$ cat config.mk
export PLATFORM = sky130hd
export DESIGN_NAME = ps2_key_ctrl
export DESIGN_NICKNAME = d
export VERILOG_FILES = /design/src/rtl/ps2_pkg.sv /design/src/rtl/ps2_fall_det.sv /design/src/rtl/ps2_key_ctrl.sv
export SDC_FILE = /design/constraint.sdc
export NUM_CORES = 1
export LEC_CHECK = 0
export ABC_AREA = 1
export CORE_ASPECT_RATIO = 0.9
export CORE_MARGIN = 8
export CORE_UTILIZATION = 34
export DETAILED_ROUTE_END_ITERATION = 10
export GPL_TIMING_DRIVEN = 0
export PLACE_DENSITY = 0.49
export SETUP_SLACK_MARGIN = 0.5
export SYNTH_ARGS = -nofsm -noshare
export SYNTH_HDL_FRONTEND = slang
export SYNTH_HIERARCHICAL = 1
export SYNTH_SLANG_ARGS = --single-unit
$ cat constraint.sdc
create_clock -name clk -period 2.9 [get_ports clk]
set_clock_uncertainty 0.15 [all_clocks]
set_input_delay 0.58 -clock clk [delete_from_list [all_inputs] [get_ports clk]]
set_output_delay 0.58 -clock clk [all_outputs]
set_load 0.05 [all_outputs]
$ cat src/rtl/ps2_pkg.sv
// Shared definitions for the PS/2 keyboard receive path: prefix bytes,
// frame FSM state encodings and the event record pushed into the FIFO.
package ps2_pkg;

   localparam logic [7:0] PS2_PFX_EXT = 8'hE0;
   localparam logic [7:0] PS2_PFX_BRK = 8'hF0;

   typedef enum logic [1:0] {
      ST_IDLE   = 2'd0,
      ST_DATA   = 2'd1,
      ST_PARITY = 2'd2,
      ST_STOP   = 2'd3
   } ps2_state_t;

   // Event record, 10 bits: {ext, brk, code[7:0]}
   typedef struct packed {
      logic       ext;
      logic       brk;
      logic [7:0] code;
   } ps2_event_t;

endpackage

$ cat src/rtl/ps2_fall_det.sv
// Plain synchronizer for kbclk/kbdata plus a one-cycle falling-edge pulse
// on the synchronized kbclk. No debouncing, so bit timing is not skewed.
module ps2_fall_det #(
   parameter int SYNC_STAGES = 2
) (
   input  logic clk,
   input  logic rst_n,
   input  logic kbclk,
   input  logic kbdata,
   output logic fall,
   output logic data
);

   logic [SYNC_STAGES-1:0] clk_sync;
   logic [SYNC_STAGES-1:0] data_sync;
   logic                   clk_prev;

   // Shift both raw lines through the synchronizer chain; lines idle high.
   always_ff @(posedge clk or negedge rst_n) begin
      if (!rst_n) begin
         clk_sync  <= '1;
         data_sync <= '1;
         clk_prev  <= 1'b1;
      end else begin
         clk_sync  <= {clk_sync[SYNC_STAGES-2:0], kbclk};
         data_sync <= {data_sync[SYNC_STAGES-2:0], kbdata};
         clk_prev  <= clk_sync[SYNC_STAGES-1];
      end
   end

   assign fall = clk_prev & ~clk_sync[SYNC_STAGES-1];
   assign data = data_sync[SYNC_STAGES-1];

endmodule

$ cat src/rtl/ps2_key_ctrl.sv
// PS/2 keyboard receive controller: frame assembly with parity/stop/timeout
// checks, E0/F0 prefix decoding and a first-word fall-through event FIFO.
//
// Event handshake: ev_valid is high whenever the FIFO head holds an event and
// ev_code/ev_ext/ev_break describe that head; the head is consumed on a clock
// edge where ev_valid && ev_ready. ev_valid never drops without a pop (except
// reset), and ev_* do not change while ev_valid is high and ev_ready is low.
module ps2_key_ctrl
   import ps2_pkg::*;
#(
   parameter int TIMEOUT_CYCLES = 50000,
   parameter int FIFO_DEPTH     = 4,
   parameter int SYNC_STAGES    = 2
) (
   input  logic       clk,
   input  logic       rst_n,
   input  logic       kbclk,
   input  logic       kbdata,
   output logic       ev_valid,
   input  logic       ev_ready,
   output logic [7:0] ev_code,
   output logic       ev_ext,
   output logic       ev_break,
   output logic       frame_err,
   output logic       ovf,
   input  logic       ovf_clr,
   output logic [1:0] dbg_state
);

   localparam int TW = $clog2(TIMEOUT_CYCLES + 1);
   localparam int AW = $clog2(FIFO_DEPTH);
   localparam logic [TW-1:0] TMAX  = TW'(TIMEOUT_CYCLES - 1);
   localparam logic [AW:0]   DFULL = (AW+1)'(FIFO_DEPTH);

   logic       fall;
   logic       sdata;
   ps2_state_t state;
   logic [2:0] bit_cnt;
   logic [7:0] shreg;
   logic       par_bit;
   logic [TW-1:0] timer;
   logic       byte_ok;
   logic [7:0] byte_val;
   logic       ext_pend;
   logic       brk_pend;

   ps2_event_t        mem [FIFO_DEPTH];
   ps2_event_t        last_q;
   ps2_event_t        head;
   logic [AW-1:0]     wr_ptr;
   logic [AW-1:0]     rd_ptr;
   logic [AW:0]       count;
   logic              push_ev;
   logic              pop;
   logic              full;
   logic              wr_en;
   logic              drop;

   ps2_fall_det #(.SYNC_STAGES(SYNC_STAGES)) u_fall_det (
      .clk    (clk),
      .rst_n  (rst_n),
      .kbclk  (kbclk),
      .kbdata (kbdata),
      .fall   (fall),
      .data   (sdata)
   );

   assign dbg_state = state;

   // Frame FSM: bit assembly on kbclk falls, parity/stop check, inter-edge timeout.
   always_ff @(posedge clk or negedge rst_n) begin
      if (!rst_n) begin
         state     <= ST_IDLE;
         bit_cnt   <= '0;
         shreg     <= '0;
         par_bit   <= 1'b0;
         timer     <= '0;
         byte_ok   <= 1'b0;
         byte_val  <= '0;
         frame_err <= 1'b0;
      end else begin
         byte_ok   <= 1'b0;
         frame_err <= 1'b0;
         if (state == ST_IDLE) begin
            // A fall with data high is a glitch, not a start bit
            if (fall && !sdata) begin
               state   <= ST_DATA;
               bit_cnt <= '0;
               timer   <= '0;
            end
         end else if (fall) begin
            // A fall outranks a timeout landing in the same cycle
            timer <= '0;
            case (state)
               ST_DATA: begin
                  shreg   <= {sdata, shreg[7:1]};
                  bit_cnt <= bit_cnt + 3'd1;
                  if (bit_cnt == 3'd7) state <= ST_PARITY;
               end
               ST_PARITY: begin
                  par_bit <= sdata;
                  state   <= ST_STOP;
               end
               ST_STOP: begin
                  if ((^{shreg, par_bit}) && sdata) begin
                     byte_ok  <= 1'b1;
                     byte_val <= shreg;
                  end else begin
                     frame_err <= 1'b1;
                  end
                  state <= ST_IDLE;
               end
               default: state <= ST_IDLE;
            endcase
         end else if (timer == TMAX) begin
            state     <= ST_IDLE;
            frame_err <= 1'b1;
            shreg     <= '0;
            bit_cnt   <= '0;
            timer     <= '0;
         end else begin
            timer <= timer + TW'(1);
         end
      end
   end

   assign push_ev = byte_ok && (byte_val != PS2_PFX_EXT) && (byte_val != PS2_PFX_BRK);
   assign pop     = ev_valid && ev_ready;
   assign full    = (count == DFULL);
   assign wr_en   = push_ev && (!full || pop);
   assign drop    = push_ev && full && !pop;

   // Prefix decoder: remember E0/F0 until the next real scancode or an error.
   always_ff @(posedge clk or negedge rst_n) begin
      if (!rst_n) begin
         ext_pend <= 1'b0;
         brk_pend <= 1'b0;
      end else if (frame_err) begin
         ext_pend <= 1'b0;
         brk_pend <= 1'b0;
      end else if (byte_ok) begin
         if (byte_val == PS2_PFX_EXT) begin
            ext_pend <= 1'b1;
         end else if (byte_val == PS2_PFX_BRK) begin
            brk_pend <= 1'b1;
         end else begin
            ext_pend <= 1'b0;
            brk_pend <= 1'b0;
         end
      end
   end

   // FIFO storage; contents are don't-care while not counted, so no reset.
   always_ff @(posedge clk) begin
      if (wr_en) mem[wr_ptr] <= '{ext: ext_pend, brk: brk_pend, code: byte_val};
   end

   // FIFO pointers, occupancy and sticky overflow flag.
   always_ff @(posedge clk or negedge rst_n) begin
      if (!rst_n) begin
         wr_ptr <= '0;
         rd_ptr <= '0;
         count  <= '0;
         ovf    <= 1'b0;
         last_q <= '0;
      end else begin
         if (wr_en) wr_ptr <= wr_ptr + AW'(1);
         if (pop) begin
            rd_ptr <= rd_ptr + AW'(1);
            last_q <= mem[rd_ptr];
         end
         case ({wr_en, pop})
            2'b10:   count <= count + (AW+1)'(1);
            2'b01:   count <= count - (AW+1)'(1);
            default: count <= count;
         endcase
         if (drop)         ovf <= 1'b1;
         else if (ovf_clr) ovf <= 1'b0;
      end
   end

   // Head view: live head while occupied, last popped event while empty.
   always_comb begin
      head = last_q;
      if (count != '0) head = mem[rd_ptr];
   end

   assign ev_valid = (count != '0);
   assign ev_code  = head.code;
   assign ev_ext   = head.ext;
   assign ev_break = head.brk;

endmodule

# After elaboration in Yosys (flattened, before gate mapping)
# Memory sizes are Yosys's and may differ from the RTL's.
# Index checks and enable logic that the tools add are counted.
# op_classes
add_sub_neg,6
multipliers,0
n_div,0
n_lt_le_gt_ge,0
eq_ne,18
n_shift,0
muxes,41
bitwise,3
reduce_logical,27
# op_table
cell,n
$mux 16,4
$mux 8,3
$mux 1,21
$add 16x1->16 const B,1
$eq 16x16->1 const B,1
$eq 8x8->1 const B,2
$ne 8x8->1 const B,2
$mux 3,5
$reduce_and 3->1,4
$mux 10,1
$mux 2,5
$reduce_xor 9->1,1
$logic_and 1x1->1,8
$reduce_bool 2->1,4
$add 3x1->3 const B,2
$eq 2x2->1 const B,3
$eq 3x3->1 const B,2
$pmux 3 s2,1
$reduce_bool 3->1,2
$add 2x1->2 const B,2
$eq 2x1->1 const B,2
$ne 2x1->1 const B,2
$ne 4x4->1 const B,1
$pmux 2 s2,1
11 further kinds,15
# word_totals
regBits,65
latch_bits,0
ramBits,40
romBits,0
wordCells,116
mem_count,1
# mem_list
name,depth,word_bits,read_ports,rd_ports_with_merged_regs,wr,line,text
mem,4,10,1,0,1,ps2_key_ctrl.sv:47,ps2_event_t mem [FIFO_DEPTH];

# Longest topological paths before layout
# Gate-level depths: netlist (run 1).
# depth
word_depth,6
ltp_mapped,15

# Modules after synthesis
# Netlist (run 1), hierarchy kept.
# by_module_without_submodules
mod,n_inst,cells_each,area_per_inst_um2,seq_area_each_um2
ps2_key_ctrl,1,517,4864.7,2702.6
ps2_fall_det,1,7,141.4,131.4

# Least setup slack after synthesis (run 1)
# No wires, ideal clock.
# synth_timing
kind,reg-to-output
from,register count[0]
to,output ev_break
arrival_ps,2241
path_slack_ps,-71
stages_incl_launch_ff,6
path_cell_list,dfrtp_1 nor2_2 nand2_1 inv_1 clkbuf_1 o21ai_0
# synth_between
elab_chain_cells,2
# synth_rtl
element,line,text
start: declaration,ps2_key_ctrl.sv:52,logic [AW:0] count;
start signal: assignment,ps2_key_ctrl.sv:173,2'b10: count <= count + (AW+1)'(1);
start signal: assignment,ps2_key_ctrl.sv:174,2'b01: count <= count - (AW+1)'(1);
start signal: assignment,ps2_key_ctrl.sv:175,default: count <= count;
$reduce_bool 3->1,n/a,
net ev_valid,ps2_key_ctrl.sv:19,"output logic ev_valid,"
$mux 10,ps2_key_ctrl.sv:185,if (count != '0) head = mem[rd_ptr];
end: declaration,ps2_key_ctrl.sv:23,"output logic ev_break,"
# The timed path passes the listed nets, and every way through them passes these cells.

# Worst setup path in the final report (run 1)
# layout_timing
from,register rd_ptr[0]
to,output ev_code[6]
# layout_between
elab_chain_cells,2
# layout_rtl
element,line,text
start: declaration,ps2_key_ctrl.sv:51,logic [AW-1:0] rd_ptr;
start signal: assignment,ps2_key_ctrl.sv:169,rd_ptr <= rd_ptr + AW'(1);
$mem_v2 4x10,n/a,
$mux 10,ps2_key_ctrl.sv:185,
end: declaration,ps2_key_ctrl.sv:21,"output logic [7:0] ev_code,"
# No other way between the ends.

==> key figures, run 1 <==
Status
  • Status: finished clean

Timing
  • Slew margin rel.: 0.425
  • Fin crit share: 0.830
  • Hold Violations, Final: 0
  • Tmin final: 2.41 ns
  • Worst-margin pin slew: 0.862 ns
  • Hold Slack: between 0.15 and 0.2 ns
  • Final Setup Violations: 0
  • RSZ-0062 raised after global routing: yes
  • FMAX: slightly above 0.4 GHz
  • Pins Over Slew Limit: 0

Placement
  • Routability cong.: slightly below 0.8
  • Port Buf Inserts: 20
  • Placement Cell Area: between 5000 and 6000 um2
  • HPWL Detailed: around 7000 um

Min path
  • Worst hold path class: input pin to async pin

Global routing
  • Vias in the first global route: 3,700
  • Largest net degree at the start of global routing: 66
  • Global routing's busiest layer: met2
  • Initial antenna violation count: 0
  • Total track usage: 0.118
  • Met3 Use GR: 0.0329
  • GRT overflow: 0
  • Met2 usage: 0.194
  • Global-route wire length before repair: 18,000 um
  • Met1 global-route usage: 0.148

Setup path
  • Worst Setup SP: rd_ptr[0]
  • CP Class: register to output pin
  • CP required: ~2.2 ns
  • Crit end category: output pin
  • CP max FO: 5
  • Worst EP arrival: approximately 1.7 ns
  • Crit path launch type: register
  • FF-to-FF Start: byte_val[3]
  • R2R cell count: 8

Logic synthesis
  • Synth Warn #: 6
  • Fraction of synthesized area in multiplexers: 0
  • Post-synthesis xor/xnor area fraction: 0.0157
  • Sequential fraction of the synthesis area: 0.566
  • Synthesized net count: around 540
  • Top_reg_cell synth: dfrtp_1
  • Post-synth cell types: 42
  • Post-Synthesis Cell Area: approximately 5000 um2
  • Flop and latch count out of synthesis: between 100 and 150
  • Post-Synth Simple-Gate Area: 0.226
  • Post-synth EDFFs: 40
  • Cell taking the most area after synthesis: dfrtp_1
  • Count leader, synth: nand2_1
  • Mapped Avg Cell Area: roughly 9.6 um2
  • Post-Synthesis Cells: about 520
  • Ys async rst share: 0.619
  • Post-synth top area share: 0.300
  • Post-synthesis compound-gate area fraction: 0.104
  • Largest family of logic cells by synthesized area: simple AND/OR/NAND/NOR gates
  • Adder-Cell Fraction of Synth Area: 0.0315
  • Top cells by area, synth: dfrtp_1 30%, edfxtp_1 24%, nand2_1 12%
  • Most frequent cells after synthesis: 155 x nand2_1, 60 x dfrtp_1, 41 x inv_1, 40 x edfxtp_1, 30 x nor2_1

Pwr
  • Int Power: between 0.003 and 0.004 W
  • Pleak: approximately 2.6 nW
  • Reg power frac: 0.352
  • Tot Pwr: ~0.0053 W
  • PD cells: 876 nW/um2
  • Peak supply drop: between 0.7 and 0.8 mV
  • Clk network pwr share: 0.225
  • Sw frac: 0.403
  • Comb power frac: 0.423
  • Switch Pwr: ~0.0021 W

CTS
  • Clock Path Buffers: 2
  • CTS Hold Bufs: 0
  • Clk root buf: clkbuf_16
  • Clk sinks: ~110
  • Max H-tree Level: 3
  • Clk_lat worst skew: approximately 0.35 ns
  • Worst-path clk slew: around 0.070 ns
  • CTS tree: done
  • Total CTS buffers: 9

Final layout
  • Area of the multi-input gates: approximately 2000 um2
  • Final instance area: ~6000 um2
  • Filler cells: around 1,400
  • Area Growth Syn to Fin: 20.0%
  • Register area: approximately 2800 um2
  • Nets: between 500 and 600
  • Share of cells above drive strength 1: 0.228
  • Antenna diode count: 0
  • Finished Core Util: 0.413

Routing
  • DR vias: roughly 3,600
  • Residual DRC: 0
  • DRT Wirelength: slightly above 10,000 um
  • Post-route ant nets: 0
  • Vias/cell: approximately 4.6
  • 1st-iter DRT viols: about 210
  • First-pass iteration count of the detailed router: 4
  • WL per Instance: 13.4 um

Floorplan
  • Total core area: ~15,000 um2
  • Width of the chip: approximately 140 um
  • IO Pins: 21
  • Area of the die: 18,900 um2
  • Initial cell density of the core: 0.344
  • DIE HEIGHT: between 100 and 150 um
  • Row count: between 40 and 50

Run
  • Number of max-cap violations: 0
-- sequential cells by signal, summed over array words and instances (netlist names) --
name and count:
bit_cnt 3, brk_pend 1, byte_ok 1, byte_val 8, count 3, dbg_state 2
ext_pend 1, frame_err 1, last_q 10, mem 40, ovf 1, par_bit 1
rd_ptr 2, shreg 8, timer 16, u_fall_det/clk_prev 1, u_fall_det/clk_sync 2, u_fall_det/data_sync 2
wr_ptr 2
-- per-layer routing --
| layer | part of all wire | up-vias |
|---|---|---|
| li1 | - | 1832 |
| met1 | 0.48 | 1687 |
| met2 | 0.47 | 42 |
| met3 | 0.042 | 10 |
| met4 | 0.013 | 0 |
| met5 | 0 | - |
-- critical path, stage by stage, from the launching register on --
cell,delay [ns]
dfrtp_2,0.46
clkinv_4,0.10
buf_6,0.12
nand2_1,0.05
a32o_2,0.26
o21ai_2,0.16
buf_6,0.17
-- worst paths after layout --
check	endpoint	slack, ns
hold / removal	ovf	0.17
hold reg to reg	u_fall_det/clk_sync[1]	0.21
setup / recovery	ev_code[6]	0.49
min in group clk	u_fall_det/clk_sync[1]	0.21
max in group asynchronous	byte_val[2]	1.79
setup reg to reg	mem[0][5]	0.67
-- per-stage QoR --
stage / setup TNS [ns] / std cells / setup WS, ns
after floorplan: 0 / 524 / 0.279
after global placement: -78.64 / 742 / -1.27
after detailed placement: -0.885 / 742 / -0.111
after CTS: 0 / 760 / 0.417
after global routing: 0 / 768 / 0.402
final: 0 / 768 / 0.494
-- kinds of logic after synthesis --
kind of cell,after synthesis
compound gates,83
fa+ha+maj,12
simple gates,246
buf+inv,69
flops,105
xor+xnor,9
-- power by group through the flow --
stage | combinational [W] | sequential (W) | clock, W
final | 0.00223 | 0.00185 | 0.00118
after global routing | 0.00243 | 0.00188 | 0.00129
after floorplan | 0.00134 | 0.00188 | 0
after CTS | 0.00208 | 0.00184 | 0.00123
after detailed placement | 0.00193 | 0.00187 | 0
after global placement | 0.00190 | 0.00187 | 0
-- what timing repair did --
item,in CTS,in global routing
gates cloned,1,1
buffers inserted,1,7
setup endpoints to repair,51,42
gates resized for setup,98,40
pin swaps,2,5
-- cell type report --
type,instances,share of cell area
repair buffers,30,0.0533
clock inverters,7,0.0108
multi-input cells,350,0.325
well taps,198,0.0413
clock buffers,9,0.0375
plain buffers,14,0.0221
inverters,55,0.0360
flip-flops and latches,105,0.474
-- cell usage in the layout, fill, tap and decap left out, types with 5 or more instances in the layout --
cell type          n
clkbuf_16         10
edfxtp_1          40
buf_6             13
nand2_2           10
buf_4             13
inv_1             39
o31ai_1            6
ha_1              11
dfrtp_2            8
dfstp_2            5
nor2_2             7
o21ai_2           12
o21ai_0           16
xor2_1             8
nand4_1           12
inv_2             13
dfrtp_1           52
nor2_1            26
nor2_4             5
a32o_2             7
nand3_1           19
a21oi_1           20
o21ai_1           11
clkdlybuf4s50_1    7
nand2_1          153
Power figures use the tool's default switching activity.
==> run 2, diff against run 1 <==
--- a/config.mk
+++ b/config.mk
@@ -11,7 +11,7 @@
 export CORE_UTILIZATION = 34
 export DETAILED_ROUTE_END_ITERATION = 10
 export GPL_TIMING_DRIVEN = 0
-export PLACE_DENSITY = 0.49
+export PLACE_DENSITY = 0.5
 export SETUP_SLACK_MARGIN = 0.5
 export SYNTH_ARGS = -nofsm -noshare
 export SYNTH_HDL_FRONTEND = slang
==> constraint.sdc (replaced) <==
create_clock -name clk -period 2.12 [get_ports clk]
set_clock_uncertainty 0.15 [all_clocks]
set_input_delay 0.424 -clock clk [delete_from_list [all_inputs] [get_ports clk]]
set_output_delay 0.424 -clock clk [all_outputs]
set_load 0.05 [all_outputs]
==> run 2 against run 1 <==
  * The flow now finishes with violations (negative setup slack)
  * Clock power grew 34%
  * Wire length grew 20%
  * Setup slack lost 0.64 ns
  * Largest cell class unchanged
  * Total power grew 57%
  * Sequential cell count is the same
  * Non-clock buffer count grew 72
  * Worst hold slack lost 0.15 ns
  * Sequential share of layout area shrank 8.9 points
==> key figures, run 2 (synthesis results as in run 1) <==
Timing
  • Fin crit share: 1.07
  • Slew margin rel.: 0.410 (-0.0149)
  • Hold Violations, Final: 0 (unchanged)
  • Pins Over Slew Limit: 0 (unchanged)
  • Hold Slack: 0.0286 ns (-0.146 ns)
  • Post-route setup TNS: -1.29 ns (-1.29 ns)
  • Final Setup Violations: 10 (+10)
  • Setup ws final: -0.146 ns (-0.640 ns)
  • Worst-margin pin slew: 0.884 ns (+0.0223 ns)
  • Tmin final: around 2.3 ns
  • FMAX: between 0.4 and 0.5 GHz
  • RSZ-0062 raised after global routing: yes

Final layout
  • Nets: 656 (+13%)
  • Filler cells: 1,289 (-11%)
  • Layout Cells excl Fill: 841 (+9.5%)
  • Finished Core Util: 0.510 (+0.0974)
  • Share of cells above drive strength 1: 0.498 (+0.270)
  • Area of the multi-input gates: 2580 um2 (+32%)
  • Final instance area: 7420 um2 (+24%)
  • Area Growth Syn to Fin: 48.3%
  • Commonest cells after routing, fill and taps aside: 114 x nand2_1, 55 x buf_4, 44 x dfrtp_1
  • Register bank with the most flops: mem
  • Commonest non-fill, non-tap cell in the layout: nand2_1
  • Max reg flops: 40 (unchanged)
  • Largest regs: mem (40), timer (16), last_q (10)
  • Register area: 2850 um2 (+0.35%)
  • Antenna diode count: 0 (unchanged)

Setup path
  • Worst Setup SP: rd_ptr[0]
  • RR Endpoint: count[2]
  • CP max FO: 5 (unchanged)
  • Crit path cell chain: clkinv_4, clkbuf_16, nand2_1, a32o_2, o21ai_4, buf_6
  • Slowest stage delay, CP: 0.46 ns (about the same)
  • Crit path launch type: register
  • Flop-to-flop setup slack: 0.14 ns (-0.53 ns)
  • CP Class: register to output pin
  • Slowest-stage cell, CP: dfrtp_2
  • R2R cell count: 14 (+6)
  • Crit end category: output pin
  • Worst EP arrival: 1.69 ns (about the same)
  • CP required: 1.55 ns (-0.62 ns)
  • FF-to-FF Start: byte_val[7]

Placement
  • Inst Count DP: 742 (unchanged)
  • Placement Cell Area: 5720 um2 (+4.9%)
  • Port Buf Inserts: 20 (unchanged)
  • HPWL Detailed: 7170 um (+2.3%)
  • Routability cong.: 0.796 (+2.8%)

Routing
  • First-pass iteration count of the detailed router: 4 (unchanged)
  • Residual DRC: 0 (unchanged)
  • Post-route ant nets: 0 (unchanged)
  • DR vias: 3,979 (+11%)
  • Vias/cell: 4.73 (+1.8%)
  • 1st-iter DRT viols: 187 (-8.8%)
  • WL per Instance: 14.7 um (+9.7%)
  • DRT Wirelength: 12,400 um (+20%)

Pwr
  • Pleak: 3.20 nW (+21%)
  • Switch Pwr: 0.00335 W (+58%)
  • Int Power: 0.00490 W (+56%)
  • Clk network pwr share: 0.192 (-0.033)
  • Reg power frac: 0.307 (-0.045)
  • Sw frac: 0.406 (+0.00331)
  • Comb power frac: 0.501 (+0.078)
  • PD cells: 1110 nW/um2 (+27%)
  • Peak supply drop: 0.646 mV (-9.9%)

Global routing
  • Vias in the first global route: 3,900 (+5.4%)
  • Met2 usage: 0.214 (+0.0194)
  • Largest net degree at the start of global routing: 66 (unchanged)
  • Met3 Use GR: 0.0387 (+0.00579)
  • Global routing's busiest layer: met2
  • GRT overflow: 0 (unchanged)
  • Total track usage: 0.129 (+0.0103)
  • Global-route wire length before repair: 19,400 um (+8.1%)
  • Initial antenna violation count: 0 (unchanged)
  • Met1 global-route usage: 0.160 (+0.0120)

Floorplan
  • Row count: 42 (unchanged)
  • Total core area: 14,600 um2 (unchanged)
  • Width of the chip: 144 um (unchanged)
  • IO Pins: 21 (unchanged)
  • Initial cell density of the core: 0.344 (unchanged)
  • Area of the die: 18,900 um2 (unchanged)
  • DIE HEIGHT: 131 um (unchanged)

Status
  • Status: finished, violations left
  • Failing checks: negative setup slack

CTS
  • Total CTS buffers: 9 (unchanged)
  • CTS tree: done
  • Clk sinks: 105 (unchanged)
  • Worst-path clk slew: 0.08 ns (about the same)
  • Clock Path Buffers: 2 (unchanged)
  • Max H-tree Level: 3 (unchanged)
  • Clk_lat worst skew: 0.35 ns (about the same)
  • Clk root buf: clkbuf_16

Run
  • Number of max-cap violations: 0 (unchanged)

Min path
  • Worst hold path class: input pin to async pin
[run 2: cell count changes in the layout (fill, tap and decap cells not counted), sizes merged]
cell           delta
dlygate4sd2       -1
clkdlybuf4s50     -3
dlymetal6s2s      -1
buf              +73
clkinvlp          -2
clkbuf            +5
nand4             +1
clkinv            +1
[run 2: worst max path at each step]
| stage | to | slack [ns] | cells past startpoint |
|---|---|---|---|
| final | ev_code[3] | -0.15 | 6 |
| after global routing | ev_code[2] | -0.21 | 6 |
| after CTS | ev_code[1] | -0.20 | 6 |
| after detailed placement | ev_code[2] | -0.51 | 5 |
| after global placement | dbg_state[0] | -2.16 | 1 |
| after floorplan | count[2] | 0.17 | 15 |
[run 2: repair_timing]
action,CTS,global route
endpoints found under the setup margin,108,99
gates resized for setup,173,135
pin swaps,39,65
cloned,4,2
hold buffers,0,0
buffers inserted,49,28
endpoints found under the hold margin,0,0
[run 2: layout make-up]
class / instances / area share
clock buffers: 10 / 0.0308
plain buffers: 14 / 0.0214
clock inverters: 6 / 0.00674
multi-input cells: 351 / 0.347
well taps: 198 / 0.0334
inverters: 55 / 0.0329
repair buffers: 102 / 0.143
flip-flops and latches: 105 / 0.384
[run 2: worst max-delay path: cells and delay by family, from the launching register on]
family / cells / cell delay, ns
and+or+nand+nor: 1 / 0.05
AOI/OAI and AO/OA: 2 / 0.41
buffers and inverters: 3 / 0.43
DFF: 1 / 0.46
[run 2: per-stage QoR]
step           worst slack [ns]  power, W
2_1_floorplan             0.169   0.00485
3_3_place_gp              -2.16   0.00561
3_5_place_dp             -0.510   0.00566
4_1_cts                  -0.196   0.00780
5_1_grt                  -0.214   0.00872
6_report                 -0.146   0.00825
[run 2: power groups by stage]
stage          clock network, W  registers, W  logic, W
3_5_place_dp                  0       0.00258   0.00309
3_3_place_gp                  0       0.00257   0.00304
5_1_grt                 0.00173       0.00256   0.00443
2_1_floorplan                 0       0.00258   0.00227
4_1_cts                 0.00165       0.00252   0.00363
6_report                0.00158       0.00254   0.00413
[run 2: metal layers]
layer  share of wire  routed length [um]
met1            0.43                5360
met2            0.51                6370
met3           0.042                 526
met4          0.0096                 119
met5               0                   0
==> edit, RTL diff (flow settings as in run 2) <==
The parameter `FIFO_DEPTH` goes from 4 to 8.
--- a/src/rtl/ps2_key_ctrl.sv
+++ b/src/rtl/ps2_key_ctrl.sv
@@ -10,5 +10,5 @@
 #(
    parameter int TIMEOUT_CYCLES = 50000,
-   parameter int FIFO_DEPTH     = 4,
+   parameter int FIFO_DEPTH     = 8,
    parameter int SYNC_STAGES    = 2
 ) (
Formal check against the unedited RTL: no difference found for any inputs over 10 cycles, from zero or initial values and one cycle with rst_n low; that may be too few to reach the edited logic, so the function may still have changed.
==> edit against run 2 <==
The run still ends with negative setup slack left. Power up 69%. Final area up 38%. Sequential share of layout area up 1.8 points. Wire length up 48%. Sequential cell count up 43. Die area up 30%. Synthesized area up 34%. First-iteration DRC count up 44%. Setup slack worse by 0.35 ns. Critical path type unchanged. Largest cell class unchanged. Highest routed layer unchanged.
==> edit: results (changes against run 2) <==
Global route
  – GRT Total Usage: 14.95% (+2.1 points)
  – First-pass GRT wire length: 28190 um (+45%)
  – GR met2 Demand/Resource: 24.28% (+2.9 points)
  – Largest net degree at the start of global routing: 63 (-4.5%)
  – Vias in the first global route: 5187 (+33%)
  – Antenna violations before repair: 0 (unchanged)
  – Grt met3 use: 3.008% (-0.87 points)

CTS
  – Total CTS buffers: 17 (+8)
  – Post-cts sizing count: 303 (+75%)
  – Postcts setup bufs: 50 (+2.0%)
  – Htree depth: 4 (+1)
  – Worst skew pair latency: 0.43 ns (+0.08 ns)
  – # hold bufs at CTS: 1 (+1)

Pwr
  – Leakage: 4.135 nW (+29%)
  – P_clk: 2.86 mW (+81%)
  – Psw: 5.836 mW (+74%)
  – Pint: 8.121 mW (+66%)

Outcome
  – Failing checks: negative setup slack
  – Outcome: finished, violations left

Route
  – Total wire length: 18330 um (+48%)
  – Via density: 4.946 (+4.5%)
  – Iter 0 DRT Violations: 269 (+44%)
  – Routed wl met2: 9090 um (+43%)
  – Met1 WL: 8183 um (+53%)

Timing
  – Setup violators final: 26 (+16)
  – Slew headroom: 69.41% (+28 points)
  – Setup ws final: -0.4975 ns (-0.3513 ns)

Logic synthesis
  – Gate Count Post-Synth: 670 (+28%)
  – Post-synth top cells: 136 x nand2_1, 96 x nor2_1, 80 x edfxtp_1
  – Mapped Nets: 686 (+27%)
  – Register area share after synthesis: 61.37% (+4.8 points)
  – EDFF count, synth: 80 (+100%)
  – Top cells by area, synth: edfxtp_1 36%, dfrtp_1 24%, nand2_1 7.6%

Place
  – Cells after DPL: 941 (+27%)
  – Cell area after placement: 0.007508 mm^2 (+31%)
  – Post-DP HPWL: 10700 um (+49%)
  – Setup WS pre-CTS: -0.9790 ns (-0.4692 ns)
  – Gpl congestion: 0.8582 (+7.8%)

Worst setup path
  – Worst EP arrival: 2.04 ns (+0.35 ns)
  – Crit Path Max Fanout: 10 (+5)

Final layout
  – Nets: 823 (+25%)
  – Biggest regs: mem (80), timer (16), last_q (10)
  – Share of layout cells above drive strength 1: 47.93% (-1.8 points)
  – Fill cells: 1601 (+24%)
  – Fin cells: 1070 (+27%)

Hold path
  – Min-Delay Path Class: register to register
==> edit: cell types whose count changed after synthesis, sizes merged, moves of 11 or more <==
cell    before  now
a21oi       21   10
o21ai       40   84
nand2      163  140
nor2        39  105
edfxtp      40   80
==> edit: critical path, stage by stage, from the launching register on <==
cell     delay [ns]
dfrtp_1        0.40
buf_8          0.16
buf_6          0.15
o21ai_0        0.27
o32ai_2        0.14
o21ai_2        0.25
o21ai_4        0.09
buf_6          0.15
==> edit: path summary, 6_finish.rpt <==
check / from / end / slack, ns / cells after the start
worst max-delay path: rd_ptr[0]$_DFFE_PN0P_ / ev_code[4] / -0.50 / 7
worst min-delay path: u_fall_det/data_sync[0]$_DFF_PN1_ / u_fall_det/data_sync[1]$_DFF_PN1_ / 0.21 / 0
max in group asynchronous: rst_n / u_fall_det/data_sync[0]$_DFF_PN1_ / 1.00 / 3
worst max register to register: count[1]$_DFFE_PN0P_ / count[2]$_DFFE_PN0P_ / -0.06 / 17
worst min register to register: u_fall_det/data_sync[0]$_DFF_PN1_ / u_fall_det/data_sync[1]$_DFF_PN1_ / 0.21 / 0
min in group asynchronous: rst_n / last_q[4]$_DFFE_PN0P_ / 0.23 / 2
==> edit: area by class of cell <==
type,instances,area (um^2),area share (%)
plain buffers,24,312.8,3.045
clock buffers,18,439.2,4.276
clock inverters,14,115.1,1.121
inverters,55,249.0,2.424
multi-input cells,446,3367,32.78
flip-flops and latches,148,4130,40.21
well taps,250,312.8,3.045
repair buffers,115,1345,13.10
==> edit: cells by family after synthesis <==
| logic type | synth area share [%] |
|---|---|
| AND/OR/NAND/NOR | 19.90 |
| flip-flops | 61.37 |
| AO/OA/AOI/OAI | 10.26 |
| buffers and inverters | 4.913 |
| XOR/XNOR | 1.700 |
| adder cells (fa/ha/maj) | 1.868 |
